$ cat src/rtl/muldiv_pkg.sv
// Shared constants for the RV32 M-extension multi-cycle unit.
package muldiv_pkg;

  localparam logic [6:0] OPCODE_OP    = 7'b0110011;
  localparam logic [6:0] FUNC7_MULDIV = 7'b0000001;

  localparam logic [2:0] F3_MUL    = 3'b000;
  localparam logic [2:0] F3_MULH   = 3'b001;
  localparam logic [2:0] F3_MULHSU = 3'b010;
  localparam logic [2:0] F3_MULHU  = 3'b011;
  localparam logic [2:0] F3_DIV    = 3'b100;
  localparam logic [2:0] F3_DIVU   = 3'b101;
  localparam logic [2:0] F3_REM    = 3'b110;
  localparam logic [2:0] F3_REMU   = 3'b111;

  typedef enum logic [1:0] {
    S_IDLE = 2'd0,
    S_CALC = 2'd1,
    S_FIX  = 2'd2,
    S_DONE = 2'd3
  } state_t;

endpackage

$ cat src/rtl/muldiv_iter_core.sv
// Iterative datapath: unsigned shift-add multiply / restoring divide on
// operand magnitudes, with sign fix-up and result selection.
module muldiv_iter_core
  import muldiv_pkg::*;
#(
  parameter int unsigned XLEN = 32
) (
  input  logic            i_clk,
  input  logic            i_rst_n,
  input  logic            i_load,
  input  logic            i_step,
  input  logic [2:0]      i_func3,
  input  logic [XLEN-1:0] i_op_a,
  input  logic [XLEN-1:0] i_op_b,
  output logic [XLEN-1:0] o_result
);

  logic [2:0]        r_func3;
  logic              r_neg;      // product / quotient must be negated
  logic              r_neg_rem;  // remainder follows dividend sign
  logic [XLEN-1:0]   r_b;        // multiplicand or divisor magnitude
  logic [2*XLEN-1:0] r_prod;
  logic [XLEN:0]     r_rem;
  logic [XLEN-1:0]   r_quo;

  logic              w_a_signed;
  logic              w_b_signed;
  logic              w_sa;
  logic              w_sb;
  logic [XLEN-1:0]   w_abs_a;
  logic [XLEN-1:0]   w_abs_b;
  logic [XLEN:0]     w_add;
  logic [XLEN+1:0]   w_shift;
  logic [XLEN+1:0]   w_diff;
  logic [2*XLEN-1:0] w_prod_fix;
  logic [XLEN-1:0]   w_quo_fix;
  logic [XLEN-1:0]   w_rem_fix;

  // Operand sign decode and magnitudes, plus one multiply/divide step.
  always_comb begin
    w_a_signed = (i_func3 == F3_MUL) || (i_func3 == F3_MULH) || (i_func3 == F3_MULHSU) ||
                 (i_func3 == F3_DIV) || (i_func3 == F3_REM);
    w_b_signed = (i_func3 == F3_MUL) || (i_func3 == F3_MULH) ||
                 (i_func3 == F3_DIV) || (i_func3 == F3_REM);
    w_sa    = w_a_signed & i_op_a[XLEN-1];
    w_sb    = w_b_signed & i_op_b[XLEN-1];
    w_abs_a = w_sa ? -i_op_a : i_op_a;
    w_abs_b = w_sb ? -i_op_b : i_op_b;
    w_add   = {1'b0, r_prod[2*XLEN-1:XLEN]} + {1'b0, (r_prod[0] ? r_b : '0)};
    w_shift = {r_rem, r_quo[XLEN-1]};
    w_diff  = w_shift - {2'b00, r_b};
  end

  // Load magnitudes on start, then iterate once per step strobe.
  always_ff @(posedge i_clk) begin
    if (!i_rst_n) begin
      r_func3   <= '0;
      r_neg     <= 1'b0;
      r_neg_rem <= 1'b0;
      r_b       <= '0;
      r_prod    <= '0;
      r_rem     <= '0;
      r_quo     <= '0;
    end else if (i_load) begin
      r_func3   <= i_func3;
      r_neg     <= w_sa ^ w_sb;
      r_neg_rem <= w_sa;
      r_b       <= w_abs_b;
      r_prod    <= {{XLEN{1'b0}}, w_abs_a};
      r_rem     <= '0;
      r_quo     <= w_abs_a;
    end else if (i_step) begin
      if (r_func3[2]) begin
        // Trial subtract; a borrow means restore the shifted remainder.
        if (!w_diff[XLEN+1]) begin
          r_rem <= w_diff[XLEN:0];
          r_quo <= {r_quo[XLEN-2:0], 1'b1};
        end else begin
          r_rem <= w_shift[XLEN:0];
          r_quo <= {r_quo[XLEN-2:0], 1'b0};
        end
      end else begin
        r_prod <= {w_add, r_prod[XLEN-1:1]};
      end
    end
  end

  // Sign correction and output word selection.
  always_comb begin
    w_prod_fix = r_neg ? -r_prod : r_prod;
    w_quo_fix  = r_neg ? -r_quo : r_quo;
    w_rem_fix  = r_neg_rem ? -r_rem[XLEN-1:0] : r_rem[XLEN-1:0];
    case (r_func3)
      F3_MUL:                      o_result = w_prod_fix[XLEN-1:0];
      F3_MULH, F3_MULHSU, F3_MULHU: o_result = w_prod_fix[2*XLEN-1:XLEN];
      F3_DIV, F3_DIVU:             o_result = w_quo_fix;
      default:                     o_result = w_rem_fix;
    endcase
  end

endmodule

$ cat src/rtl/muldiv_sequencer.sv
// RV32 M-extension sequencer: control FSM, special-case divide handling,
// pipeline stall and registered result around muldiv_iter_core.
module muldiv_sequencer
  import muldiv_pkg::*;
#(
  parameter int unsigned XLEN = 32
) (
  input  logic            CLK,
  input  logic            RESET_N,
  input  logic            START,
  input  logic [2:0]      FUNC3,
  input  logic [XLEN-1:0] OP_A,
  input  logic [XLEN-1:0] OP_B,
  input  logic            FLUSH,
  output logic            STALL,
  output logic            BUSY,
  output logic            DONE,
  output logic [XLEN-1:0] RESULT
);

  localparam int unsigned CNT_W = $clog2(XLEN) + 1;
  localparam logic [XLEN-1:0] MIN_NEG = {1'b1, {(XLEN-1){1'b0}}};

  state_t           r_state;
  state_t           w_next;
  logic [CNT_W-1:0] r_cnt;
  logic             r_busy;
  logic             r_done;
  logic [XLEN-1:0]  r_result;

  logic             w_load;
  logic             w_step;
  logic             w_wr_res;
  logic [XLEN-1:0]  w_res_val;
  logic             w_div_zero;
  logic             w_div_ovf;
  logic [XLEN-1:0]  w_spec_res;
  logic [XLEN-1:0]  w_core_res;

  muldiv_iter_core #(
    .XLEN (XLEN)
  ) u_core (
    .i_clk    (CLK),
    .i_rst_n  (RESET_N),
    .i_load   (w_load),
    .i_step   (w_step),
    .i_func3  (FUNC3),
    .i_op_a   (OP_A),
    .i_op_b   (OP_B),
    .o_result (w_core_res)
  );

  // Divide cases answered without iterating.
  always_comb begin
    w_div_zero = FUNC3[2] && (OP_B == '0);
    w_div_ovf  = ((FUNC3 == F3_DIV) || (FUNC3 == F3_REM)) && (OP_A == MIN_NEG) && (OP_B == '1);
    if (w_div_zero) w_spec_res = FUNC3[1] ? OP_A : '1;
    else            w_spec_res = FUNC3[1] ? '0 : OP_A;
  end

  // Next-state and datapath strobes; FLUSH returns to IDLE from any state.
  always_comb begin
    w_next    = r_state;
    w_load    = 1'b0;
    w_step    = 1'b0;
    w_wr_res  = 1'b0;
    w_res_val = '0;
    case (r_state)
      S_IDLE: begin
        if (START && !FLUSH) begin
          w_load = 1'b1;
          if (w_div_zero || w_div_ovf) begin
            w_next    = S_DONE;
            w_wr_res  = 1'b1;
            w_res_val = w_spec_res;
          end else begin
            w_next = S_CALC;
          end
        end
      end
      S_CALC: begin
        if (FLUSH) begin
          w_next = S_IDLE;
        end else begin
          w_step = 1'b1;
          if (r_cnt == CNT_W'(XLEN - 1)) w_next = S_FIX;
        end
      end
      S_FIX: begin
        if (FLUSH) begin
          w_next = S_IDLE;
        end else begin
          w_wr_res  = 1'b1;
          w_res_val = w_core_res;
          w_next    = S_DONE;
        end
      end
      default: w_next = S_IDLE;
    endcase
  end

  // State, iteration counter and registered status/result outputs.
  always_ff @(posedge CLK) begin
    if (!RESET_N) begin
      r_state  <= S_IDLE;
      r_cnt    <= '0;
      r_busy   <= 1'b0;
      r_done   <= 1'b0;
      r_result <= '0;
    end else begin
      r_state <= w_next;
      r_busy  <= (w_next != S_IDLE);
      r_done  <= (w_next == S_DONE);
      if (w_wr_res) r_result <= w_res_val;
      if (w_load)      r_cnt <= '0;
      else if (w_step) r_cnt <= r_cnt + 1'b1;
    end
  end

  assign STALL  = ((r_state == S_IDLE) && START && !FLUSH) || (r_state == S_CALC) || (r_state == S_FIX);
  assign BUSY   = r_busy;
  assign DONE   = r_done;
  assign RESULT = r_result;

endmodule
$ cat config.mk
export PLATFORM = sky130hd
export DESIGN_NAME = muldiv_sequencer
export DESIGN_NICKNAME = d
export VERILOG_FILES = /design/src/rtl/muldiv_pkg.sv /design/src/rtl/muldiv_iter_core.sv /design/src/rtl/muldiv_sequencer.sv
export SDC_FILE = /design/constraint.sdc
export NUM_CORES = 1
export LEC_CHECK = 0
export BUFFER_PORTS_ARGS = -buffer_cell sky130_fd_sc_hd__buf_4
export CORE_MARGIN = 2
export CORE_UTILIZATION = 60
export CTS_BUF_LIST = sky130_fd_sc_hd__clkbuf_16
export DETAILED_ROUTE_END_ITERATION = 6
export PLACE_DENSITY = 0.79
export SYNTH_ARGS = -nofsm -noshare
export SYNTH_HDL_FRONTEND = slang
export SYNTH_SLANG_ARGS = --single-unit
$ cat constraint.sdc
create_clock -name CLK -period 7.4 [get_ports CLK]
set_input_delay 0.74 -clock CLK [delete_from_list [all_inputs] [get_ports CLK]]
set_output_delay 0.74 -clock CLK [all_outputs]
set_load 0.01 [all_outputs]
==> flow_metrics.env <==
export IMPL_port_buffers=105
export IMPL_post_route_min_period_ns=4.38
export IMPL_seq_area_mm2=0.00417
export IMPL_r2r_cells=12
export IMPL_syn_nets=2505
export IMPL_drc_errors=22
export IMPL_irDropWorstVdd_mv=0.156
export IMPL_avgRoutedWirePerCell_um=23.1
export IMPL_synthesis_instances=2361
export IMPL_cts_buffer_depth=3
export IMPL_grt_pass1_wl_mm=98.1
export IMPL_core_mm2=0.0279
export IMPL_synthMuxAreaShare_pct=2.01
export IMPL_h_tree_depth=1
export IMPL_synth_xor_area_share_pct=11.4
export IMPL_arrival_ns=4.80
export IMPL_start_kind="flip-flop"
export IMPL_worstPathCellList="inv_1 -> nor2_1 -> fa_1 -> a211oi_1 -> o211ai_1 -> a41oi_1 -> a21boi_0 -> o21a_1 -> nor3_1 -> nor3_1 -> a21oi_1 -> o31a_1"
export IMPL_multiInputGateArea_mm2=0.0120
export IMPL_path_clk_slew_ns=0.07
export IMPL_setup_violations=0
export IMPL_end_kind="flip-flop"
export IMPL_dpl_cell_count=2708
export IMPL_vias_per_cell=6.78
export IMPL_cap_violations=0
export IMPL_violations="design-rule violations"
export IMPL_fmax_mhz=228
export IMPL_fp_dieH_um=172
export IMPL_setup_tns_ns=0
export IMPL_clock_latency_ns=0.55
export IMPL_hold_end="u_core.r_func3[2]"
export IMPL_hold_violations=0
export IMPL_p_per_area_mw_per_mm2=168
export IMPL_drtIter0Drc=2537
export IMPL_grt_usage_pct=42.6
export IMPL_cts_made_buffers=25
export IMPL_hp_start="u_core.r_func3[2]"
export IMPL_dieWidth_um=172
export IMPL_post_cts_setup_buffers=0
export IMPL_r2r_end="u_core.r_prod[63]"
export IMPL_synth_compound_area_share_pct=28.1
export IMPL_fin_crit_sh_pct=59.2
export IMPL_synth_ff_type="dfxtp_1"
export IMPL_ant_nets=0
export IMPL_cp_slowest_cell="inv_1"
export IMPL_num_io_pins=106
export IMPL_cp_slowest_stage_delay_ns=0.77
export IMPL_post_dp_hpwl_mm=46.7
export IMPL_gp_congestion=1.01
export IMPL_cp_top_family="compound AO/OA/AOI/OAI gates"
export IMPL_fillers=2516
export IMPL_vias=18700
export IMPL_timing_rr_start="u_core.r_prod[0]"
export IMPL_yosysSeqAreaShare_pct=24.5
export IMPL_postCtsHoldBufs=0
export IMPL_grt_overflow=0
export IMPL_cts_sinks=208
export IMPL_drt_wl_total_mm=63.5
export IMPL_die_area_mm2=0.0297
export IMPL_synth_top_family_by_area="compound AO/OA/AOI/OAI gates"
export IMPL_area_growth_pct=9.71
export IMPL_relSlewSlack_pct=11.1
export IMPL_finish_net_count=2501
export IMPL_grt_max_degree=104
export IMPL_synth_area_mm2=0.0170
export IMPL_start_util_pct=61.0
export IMPL_worstMarginPinSlew_ns=1.32
export IMPL_drv_slew=0
export IMPL_fin_cells=2753
export IMPL_crit_type="reg -> reg"
export IMPL_layout_drive_gt1_share_pct=8.38
export IMPL_grt_pass1_vias=17100
export IMPL_syn_area_per_cell_um2=7.20
export IMPL_rows=61
export IMPL_cts_tree="built"
export IMPL_mostFrequentLayoutCell="nand2_1"
export IMPL_hold_depth=2
export IMPL_synth_edf_count=0
export IMPL_ys_ff_latch=208
export IMPL_grt_antenna_before_repair=2
export IMPL_hold_class="reg -> reg"
export IMPL_cts_root_buffer="clkbuf_16"
export IMPL_mostFrequentLayoutCells="342 x nand2_1, 209 x o21ai_0, 207 x dfxtp_1"
export IMPL_power_leakage_nw=7.23
export IMPL_r2r_slack_ns=3.02
export IMPL_yosys_area_share_simple_pct=23.4
export IMPL_dr_pass1_iters=7
export IMPL_synth_cell_type_count=81
export IMPL_crit_path_max_fanout=32
export IMPL_path_buf_inv=1
export IMPL_clock_skew_ns=0.0230
export IMPL_async_flop_share_pct=0
export IMPL_rsz0062_at_grt="false"
export IMPL_yosysWarnings=0
export IMPL_synth_fa_ha_area_share_pct=5.66
export IMPL_crit_required_ns=7.82
export IMPL_cpMostUsedCell="nor3_1"
export IMPL_run_status="finished, violations left"
export IMPL_cts_resized_gates=0
[where the power goes]
part           internal, W  leakage (nW)  total [W]  switching (W)
combinational     0.000236          5.13   0.000666       0.000430
clock             0.000715         0.409    0.00124       0.000525
sequential         0.00116          1.69    0.00122      0.0000627
[state kept, by name, indices dropped and copies added (netlist names)]
| signal | cells |
|---|---|
| u_core.r_prod | 64 |
| u_core.r_rem | 33 |
| RESULT | 32 |
| u_core.r_b | 32 |
| u_core.r_quo | 32 |
| r_cnt | 6 |
| u_core.r_func3 | 3 |
| r_state | 2 |
| BUSY | 1 |
| DONE | 1 |
| u_core.r_neg | 1 |
| u_core.r_neg_rem | 1 |
[tightest hold or removal path: cells and delay by family, from the launching register on]
kind | cells | cell delay (ns)
compound gates | 1 | 0.05
flops | 1 | 0.31
simple gates | 1 | 0.05
[kinds of logic (layout without fill, tap and decap cells)]
| logic type | after synthesis | count (layout) |
|---|---|---|
| xor gates and xnor gates | 221 | 221 |
| adders and majority gates | 76 | 76 |
| other | 0 | 1 |
| and+or+nand+nor | 853 | 853 |
| muxes | 34 | 34 |
| AOI/OAI and AO/OA | 752 | 752 |
| buffers and inverters | 217 | 230 |
| DFF | 208 | 208 |
[synth_stat cells, types with 5 or more instances]
master | n | area [um2]
buf_2 | 8 | 40.0
a31oi_1 | 79 | 494
nor3_1 | 43 | 215
nand4_1 | 23 | 144
and3_1 | 14 | 87.6
clkbuf_1 | 133 | 499
buf_1 | 12 | 45.0
a32oi_1 | 9 | 78.8
mux2i_1 | 33 | 330
a21oi_1 | 157 | 786
a21o_1 | 35 | 263
a22o_1 | 10 | 87.6
dfxtp_1 | 208 | 4160
a311oi_1 | 9 | 78.8
nand2_1 | 343 | 1290
o41ai_1 | 24 | 210
nor4_1 | 27 | 169
nor2b_1 | 9 | 56.3
nor2_1 | 193 | 724
and2_1 | 14 | 87.6
ha_1 | 71 | 888
o31ai_1 | 54 | 405
a41oi_1 | 6 | 52.6
nand2b_1 | 21 | 131
o211ai_1 | 14 | 105
nand3_1 | 69 | 345
or2_2 | 10 | 62.6
or4_1 | 26 | 195
o21ai_0 | 210 | 1050
xnor2_1 | 115 | 1010
o311ai_0 | 6 | 52.6
inv_1 | 60 | 225
o21bai_1 | 6 | 45.0
o221ai_1 | 12 | 105
o21a_1 | 9 | 67.6
a211oi_1 | 45 | 338
xor2_1 | 106 | 928
or3_1 | 35 | 219
a221oi_1 | 6 | 52.6
a211o_1 | 5 | 43.8
o21ai_1 | 21 | 105
[stage by stage]
stage	utilization (%)	area, um2	setup slack [ns]	total power [W]	hold WS (ns)
4_1_cts	66.9	18600	3.12	0.00310	0.446
6_report	66.9	18600	3.02	0.00313	0.453
3_5_place_dp	64.0	17800	2.71	0.00188	0.448
3_3_place_gp	64.0	17800	2.73	0.00187	0.443
2_1_floorplan	-	17000	4.20	0.00166	0.448
5_1_grt	66.9	18600	2.59	0.00323	0.467
[worst max path at each step]
stage	to	slack [ns]	start	cells past startpoint
final	u_core.r_prod[63]	3.02	u_core.r_prod[0]	12
after global routing	u_core.r_prod[63]	2.59	u_core.r_prod[0]	12
after CTS	u_core.r_prod[63]	3.12	u_core.r_prod[0]	12
after detailed placement	RESULT[7]	2.71	OP_A[24]	10
after global placement	RESULT[7]	2.73	OP_A[24]	10
after floorplan	RESULT[29]	4.20	OP_A[1]	13
[layer usage]
metal  GRT usage, %  wire length [um]  up-vias
li1               -                 -     8580
met1           54.6             25100     8638
met2           64.3             26600     1160
met3           9.77              6940      278
met4           27.9              4870        2
met5          0.174                12        -
[final cells by class]
cell class | instances | share of cell area [%]
multi-input cells | 1936 | 64.6
clock buffers | 25 | 3.36
clock inverters | 19 | 0.899
inverters | 62 | 1.25
well taps | 378 | 2.54
flip-flops and latches | 208 | 22.3
diodes | 1 | 0.0134
repair buffers | 124 | 4.99
(Power assumes the default switching activity.)
